===== src/rtl/ann_sweep_controller.sv =====
// Drives top_ann across a range of image addresses. Each image result is queued
// as {timeout_flag, addr, result} in a first-word-fall-through FIFO.
module ann_sweep_controller #(
  parameter int ADDR_W  = 10,
  parameter int RES_W   = 8,
  parameter int DEPTH   = 16,
  parameter int TIMEOUT = 4096
) (
  input  logic                    clk,
  input  logic                    reset,
  input  logic                    cmd_start,
  input  logic [1:0]              cmd_mode,
  input  logic [ADDR_W-1:0]       cmd_first_addr,
  input  logic [ADDR_W-1:0]       cmd_count,
  input  logic                    cmd_abort,
  output logic                    busy,
  output logic                    ann_start,
  output logic [ADDR_W-1:0]       ann_addr,
  input  logic                    ann_done,
  input  logic [RES_W-1:0]        ann_result,
  output logic                    res_valid,
  input  logic                    res_ready,
  output logic [ADDR_W+RES_W:0]   res_data,
  output logic [$clog2(DEPTH):0]  res_level,
  output logic                    sweep_done
);
  localparam int DW = ADDR_W + RES_W + 1;
  localparam int PW = $clog2(DEPTH);
  localparam int TW = $clog2(TIMEOUT);
  localparam logic [PW:0]       FULL_LVL   = (PW+1)'(DEPTH);
  localparam logic [TW-1:0]     TMO_LAST   = TW'(TIMEOUT - 1);
  localparam logic [ADDR_W-1:0] ONE        = ADDR_W'(1);
  localparam logic [1:0]        MODE_SWEEP = 2'd1;
  localparam logic [1:0]        MODE_CONT  = 2'd2;

  typedef enum logic [2:0] {S_IDLE, S_ISSUE, S_WAIT, S_STORE, S_STALL, S_FINISH} state_t;

  state_t              state_q;
  logic [1:0]          mode_q;
  logic [ADDR_W-1:0]   first_q, cfg_count_q, cur_addr_q, remain_q, ann_addr_q;
  logic [TW-1:0]       tmo_q;
  logic                abort_q, done_prev_q, flag_q, ann_start_q, sweep_done_q;
  logic [RES_W-1:0]    res_q;

  logic [DW-1:0]       mem_q [DEPTH];
  logic [PW-1:0]       wr_ptr_q, rd_ptr_q;
  logic [PW:0]         level_q, level_d;
  logic                push, pop, fifo_full, done_rise;

  // A level-style done_processing left high from the previous image must not
  // complete the next one, so only a rising edge is accepted.
  assign done_rise = ann_done && !done_prev_q;

  assign fifo_full = (level_q == FULL_LVL);
  assign pop       = res_valid && res_ready;
  assign push      = (state_q == S_STORE || state_q == S_STALL) && (!fifo_full || pop);

  assign busy       = (state_q != S_IDLE);
  assign ann_start  = ann_start_q;
  assign ann_addr   = ann_addr_q;
  assign sweep_done = sweep_done_q;
  assign res_valid  = (level_q != '0);
  assign res_level  = level_q;
  assign res_data   = mem_q[rd_ptr_q];

  always_ff @(posedge clk or posedge reset) begin
    if (reset) begin
      state_q      <= S_IDLE;
      mode_q       <= '0;
      first_q      <= '0;
      cfg_count_q  <= '0;
      cur_addr_q   <= '0;
      remain_q     <= '0;
      ann_addr_q   <= '0;
      tmo_q        <= '0;
      abort_q      <= 1'b0;
      done_prev_q  <= 1'b0;
      flag_q       <= 1'b0;
      res_q        <= '0;
      ann_start_q  <= 1'b0;
      sweep_done_q <= 1'b0;
    end else begin
      ann_start_q  <= 1'b0;
      sweep_done_q <= 1'b0;
      done_prev_q  <= ann_done;
      if (state_q != S_IDLE && cmd_abort) abort_q <= 1'b1;
      case (state_q)
        S_IDLE: begin
          abort_q <= 1'b0;
          if (cmd_start) begin
            mode_q      <= cmd_mode;
            first_q     <= cmd_first_addr;
            cfg_count_q <= (cmd_count == '0) ? ONE : cmd_count;
            remain_q    <= (cmd_count == '0) ? ONE : cmd_count;
            cur_addr_q  <= cmd_first_addr;
            state_q     <= S_ISSUE;
          end
        end
        S_ISSUE: begin
          ann_start_q <= 1'b1;
          ann_addr_q  <= cur_addr_q;
          tmo_q       <= '0;
          state_q     <= S_WAIT;
        end
        S_WAIT: begin
          tmo_q <= tmo_q + 1'b1;
          if (done_rise) begin
            res_q   <= ann_result;
            flag_q  <= 1'b0;
            state_q <= S_STORE;
          end else if (tmo_q == TMO_LAST) begin
            res_q   <= '0;
            flag_q  <= 1'b1;
            state_q <= S_STORE;
          end
        end
        S_STORE, S_STALL: begin
          if (!push) begin
            state_q <= S_STALL;
          end else if (abort_q || cmd_abort ||
                       !(mode_q == MODE_SWEEP || mode_q == MODE_CONT) ||
                       (mode_q == MODE_SWEEP && remain_q == ONE)) begin
            state_q      <= S_FINISH;
            sweep_done_q <= 1'b1;
          end else begin
            state_q <= S_ISSUE;
            // Continuous mode restarts the window instead of finishing.
            if (mode_q == MODE_CONT && remain_q == ONE) begin
              cur_addr_q <= first_q;
              remain_q   <= cfg_count_q;
            end else begin
              cur_addr_q <= cur_addr_q + 1'b1;
              remain_q   <= remain_q - 1'b1;
            end
          end
        end
        S_FINISH: state_q <= S_IDLE;
        default:  state_q <= S_IDLE;
      endcase
    end
  end

  always_comb begin
    level_d = level_q;
    case ({push, pop})
      2'b10:   level_d = level_q + 1'b1;
      2'b01:   level_d = level_q - 1'b1;
      default: level_d = level_q;
    endcase
  end

  always_ff @(posedge clk or posedge reset) begin
    if (reset) begin
      wr_ptr_q <= '0;
      rd_ptr_q <= '0;
      level_q  <= '0;
    end else begin
      if (push) wr_ptr_q <= wr_ptr_q + 1'b1;
      if (pop)  rd_ptr_q <= rd_ptr_q + 1'b1;
      level_q <= level_d;
    end
  end

  always_ff @(posedge clk) begin
    if (push) mem_q[wr_ptr_q] <= {flag_q, ann_addr_q, res_q};
  end

endmodule


===== config.mk =====
export PLATFORM = sky130hd
export DESIGN_NAME = ann_sweep_controller
export DESIGN_NICKNAME = d
export VERILOG_FILES = /design/src/rtl/ann_sweep_controller.sv
export SDC_FILE = /design/constraint.sdc
export NUM_CORES = 1
export LEC_CHECK = 0
export ABC_AREA = 1
export BUFFER_PORTS_ARGS = -buffer_cell sky130_fd_sc_hd__buf_4
export CAP_MARGIN = 20
export CORE_ASPECT_RATIO = 1.4
export CORE_MARGIN = 4
export CORE_UTILIZATION = 45
export DETAILED_ROUTE_END_ITERATION = 8
export RECOVER_POWER = 100
export SKIP_CTS_REPAIR_TIMING = 1
export SYNTH_ARGS = -nofsm -noshare
export SYNTH_HDL_FRONTEND = slang
export SYNTH_SLANG_ARGS = --single-unit

===== constraint.sdc =====
create_clock -name clk -period 4.27 [get_ports clk]
set_input_delay 1.281 -clock clk [delete_from_list [all_inputs] [get_ports clk]]
set_output_delay 1.281 -clock clk [all_outputs]
set_load 0.05 [all_outputs]

==> out/results.ini <==
[global_route]
track_usage = 0.201
overflow = 0
grt_pass1_wl_um = 64100
grt_max_degree = 155
grt_pass1_vias = 11300
antenna_found_initial = 0

[timing]
rsz0062_at_grt = no
hold_viol = 0
fin_crit_sh = 0.933
fmax_ghz = 0.251
setup_tns_ns = 0
setup_violations = 0
worst_pin_slew_ns = 1.76
finClkSkew_ns = 0.0177
period_needed_ns = 3.98
drv_slew = 142
maxSlewHeadroom = -0.175
holdWs_ns = 0.491

[synthesis]
async_flop_share = 0.234
synth_commonest_cells = 304 x edfxtp_1, 299 x nor2_1, 247 x nand2_1
synth_edf_count = 304
synthCells = 1572
yosysWarnings = 0
synth_ff_type = edfxtp_1
syn_area_um2 = 17000
yosys-top-cells-area = edfxtp_1 54%, dfrtp_1 14%, nor2_1 6.6%
synth_top_area_cell = edfxtp_1
yosys.cell_count.top_type = edfxtp_1
ys_ff_latch = 397
netlist.area_leader.share = 0.537
synth_seq_area_share = 0.673
syn_nets = 1624
synthDistinctLibCells = 37
syn_area_per_cell_um2 = 10.8

[clock_network]
numCtsBuffers = 38
clk_pin_slew_ns = 0.06
insertion_delay_ns = 0.53
clockBufferDepth = 3
root_buffer = clkbuf_16
cts_tree = yes
clock-sinks = 397
htreeDepth = 2

[hold_path]
min_from = cfg_count_q[8]
hold_class = reg -> reg

[floorplan]
die_x_um = 172
dieHeight_um = 238
start_util = 0.455
ios = 74
rows = 84
coreArea_um2 = 37400
dieArea_um2 = 41000

[route]
dr.pass1.iters = 5
drc = 0
vias = 11400
final_antenna_net_count = 0
wl_um = 40700
wl_per_cell_um = 19.0
avgViaCountPerCell = 5.34
drt-initial-drc-count = 859

[finish]
drive_gt1_frac = 0.0869
nFillCells = 3339
antenna_cells = 0
nets = 1691
regArea_um2 = 11500
multi_input_area_um2 = 4690
area_growth_pct = 11.9

[pwr]
power.density_nw_per_um2 = 771
peakVddDrop_mv = 0.463
p_leak_nw = 7.23

[worst_setup_path]
cp-start-kind = flip-flop
worst_ep_arrival_time_ns = 2.70
crit_path_cell_trace = buf_12 -> o21ai_0 -> o211ai_1 -> o211ai_1 -> nand2_1 -> clkbuf_1
max_stage_delay_ns = 0.46
worst-endpoint-required_ns = 2.99
crit_path_end_kind = output pin
crit_type = reg -> out
cp_common_cell = o211ai_1
worst_path_max_delay_cell = clkbuf_1
worstPathMaxFanout = 154
crit_start = rd_ptr_q[0]
r2r-start = state_q[1]

[placed_design]
hpwl_um = 24700
port_buffers = 73
place_congestion = 0.817

[status]
violations = capacitance limit, slew limit
outcome = complete, but fails checks

[job]
max_cap_violations = 4

state kept, by name, summed over array words and instances, names as in the netlist:
register,cells
flag_q,1
remain_q,10
cfg_count_q,10
sweep_done,1
wr_ptr_q,4
cur_addr_q,10
mem_q,304
done_prev_q,1
first_q,10
state_q,3
mode_q,2
tmo_q,12
ann_addr,10
res_level,5
rd_ptr_q,4
ann_start,1
res_q,8
abort_q,1
cell type report:
class	count	area share
repair buffers	111	0.0383
multi-input cells	992	0.247
clock buffers	54	0.0571
inverters	99	0.0198
clock inverters	15	0.00506
well taps	473	0.0311
flip-flops and latches	397	0.602
report_power, final:
group / internal [W] / leakage (nW) / switching [W]
Clock: 0.00184 / 0.583 / 0.00138
Combinational: 0.00152 / 2.72 / 0.00405
Sequential: 0.00523 / 3.93 / 0.000672
Total: 0.00858 / 7.23 / 0.00611
stage by stage:
step	std cells	cell area (um^2)	worst slack [ns]	total power, W	util
after floorplan	1572	17000	0.569	0.00995	-
after global placement	2072	18100	0.944	0.0117	0.484
after detailed placement	2072	18100	0.870	0.0118	0.484
after CTS	2141	19300	0.426	0.0151	0.516
after global routing	2141	19000	0.179	0.0156	0.509
final	2141	19000	0.288	0.0147	0.509
critical path, delay by kind of cell, from the launching register on:
kind            cells  cell delay (ns)
compound gates      3             0.57
buf+inv             2             0.88
flops               1             0.44
simple gates        1             0.10
cell families after synthesis:
group / Yosys count / share of synthesized area
buffers and inverters: 183 / 0.0491
AO/OA/AOI/OAI: 328 / 0.108
flip-flops: 397 / 0.673
multiplexers: 1 / 0.000662
AND/OR/NAND/NOR: 635 / 0.150
adder cells (fa/ha/maj): 16 / 0.0122
XOR/XNOR: 12 / 0.00618
metal layers:
| layer | vias up | global-route usage | wire length [um] |
|---|---|---|---|
| met1 | 5547 | 0.263 | 17200 |
| met2 | 241 | 0.349 | 20500 |
| met3 | 79 | 0.0239 | 1670 |
| met5 | - | 0 | 0 |
| li1 | 5565 | - | - |
| met4 | 0 | 0.0636 | 1250 |
layout by cell type, fill, tap and decap left out, drive strengths merged, types with 2 or more instances in the layout:
cell	Yosys	final
xor2	9	9
nand4	15	15
a21oi	19	19
nor2	303	303
edfxtp	304	304
dfrtp	93	93
nand2	250	250
clkinv	1	13
buf	42	51
clkinvlp	0	2
inv	98	98
o21ai	229	229
nand3	60	60
o211ai	76	76
nor3	6	6
xnor2	3	3
ha	15	15
clkbuf	42	114
final timing paths:
kind	endpoint	slack, ns	cells after the start
max	res_data[9]	0.29	6
min	cfg_count_q[8]	0.49	2
max reg2reg	mem_q[10][0]	0.49	8
min reg2reg	cfg_count_q[8]	0.49	2
max in group asynchronous	res_q[5]	0.88	3
min in group asynchronous	res_level[2]	1.15	2
Power figures use the tool's default switching activity.
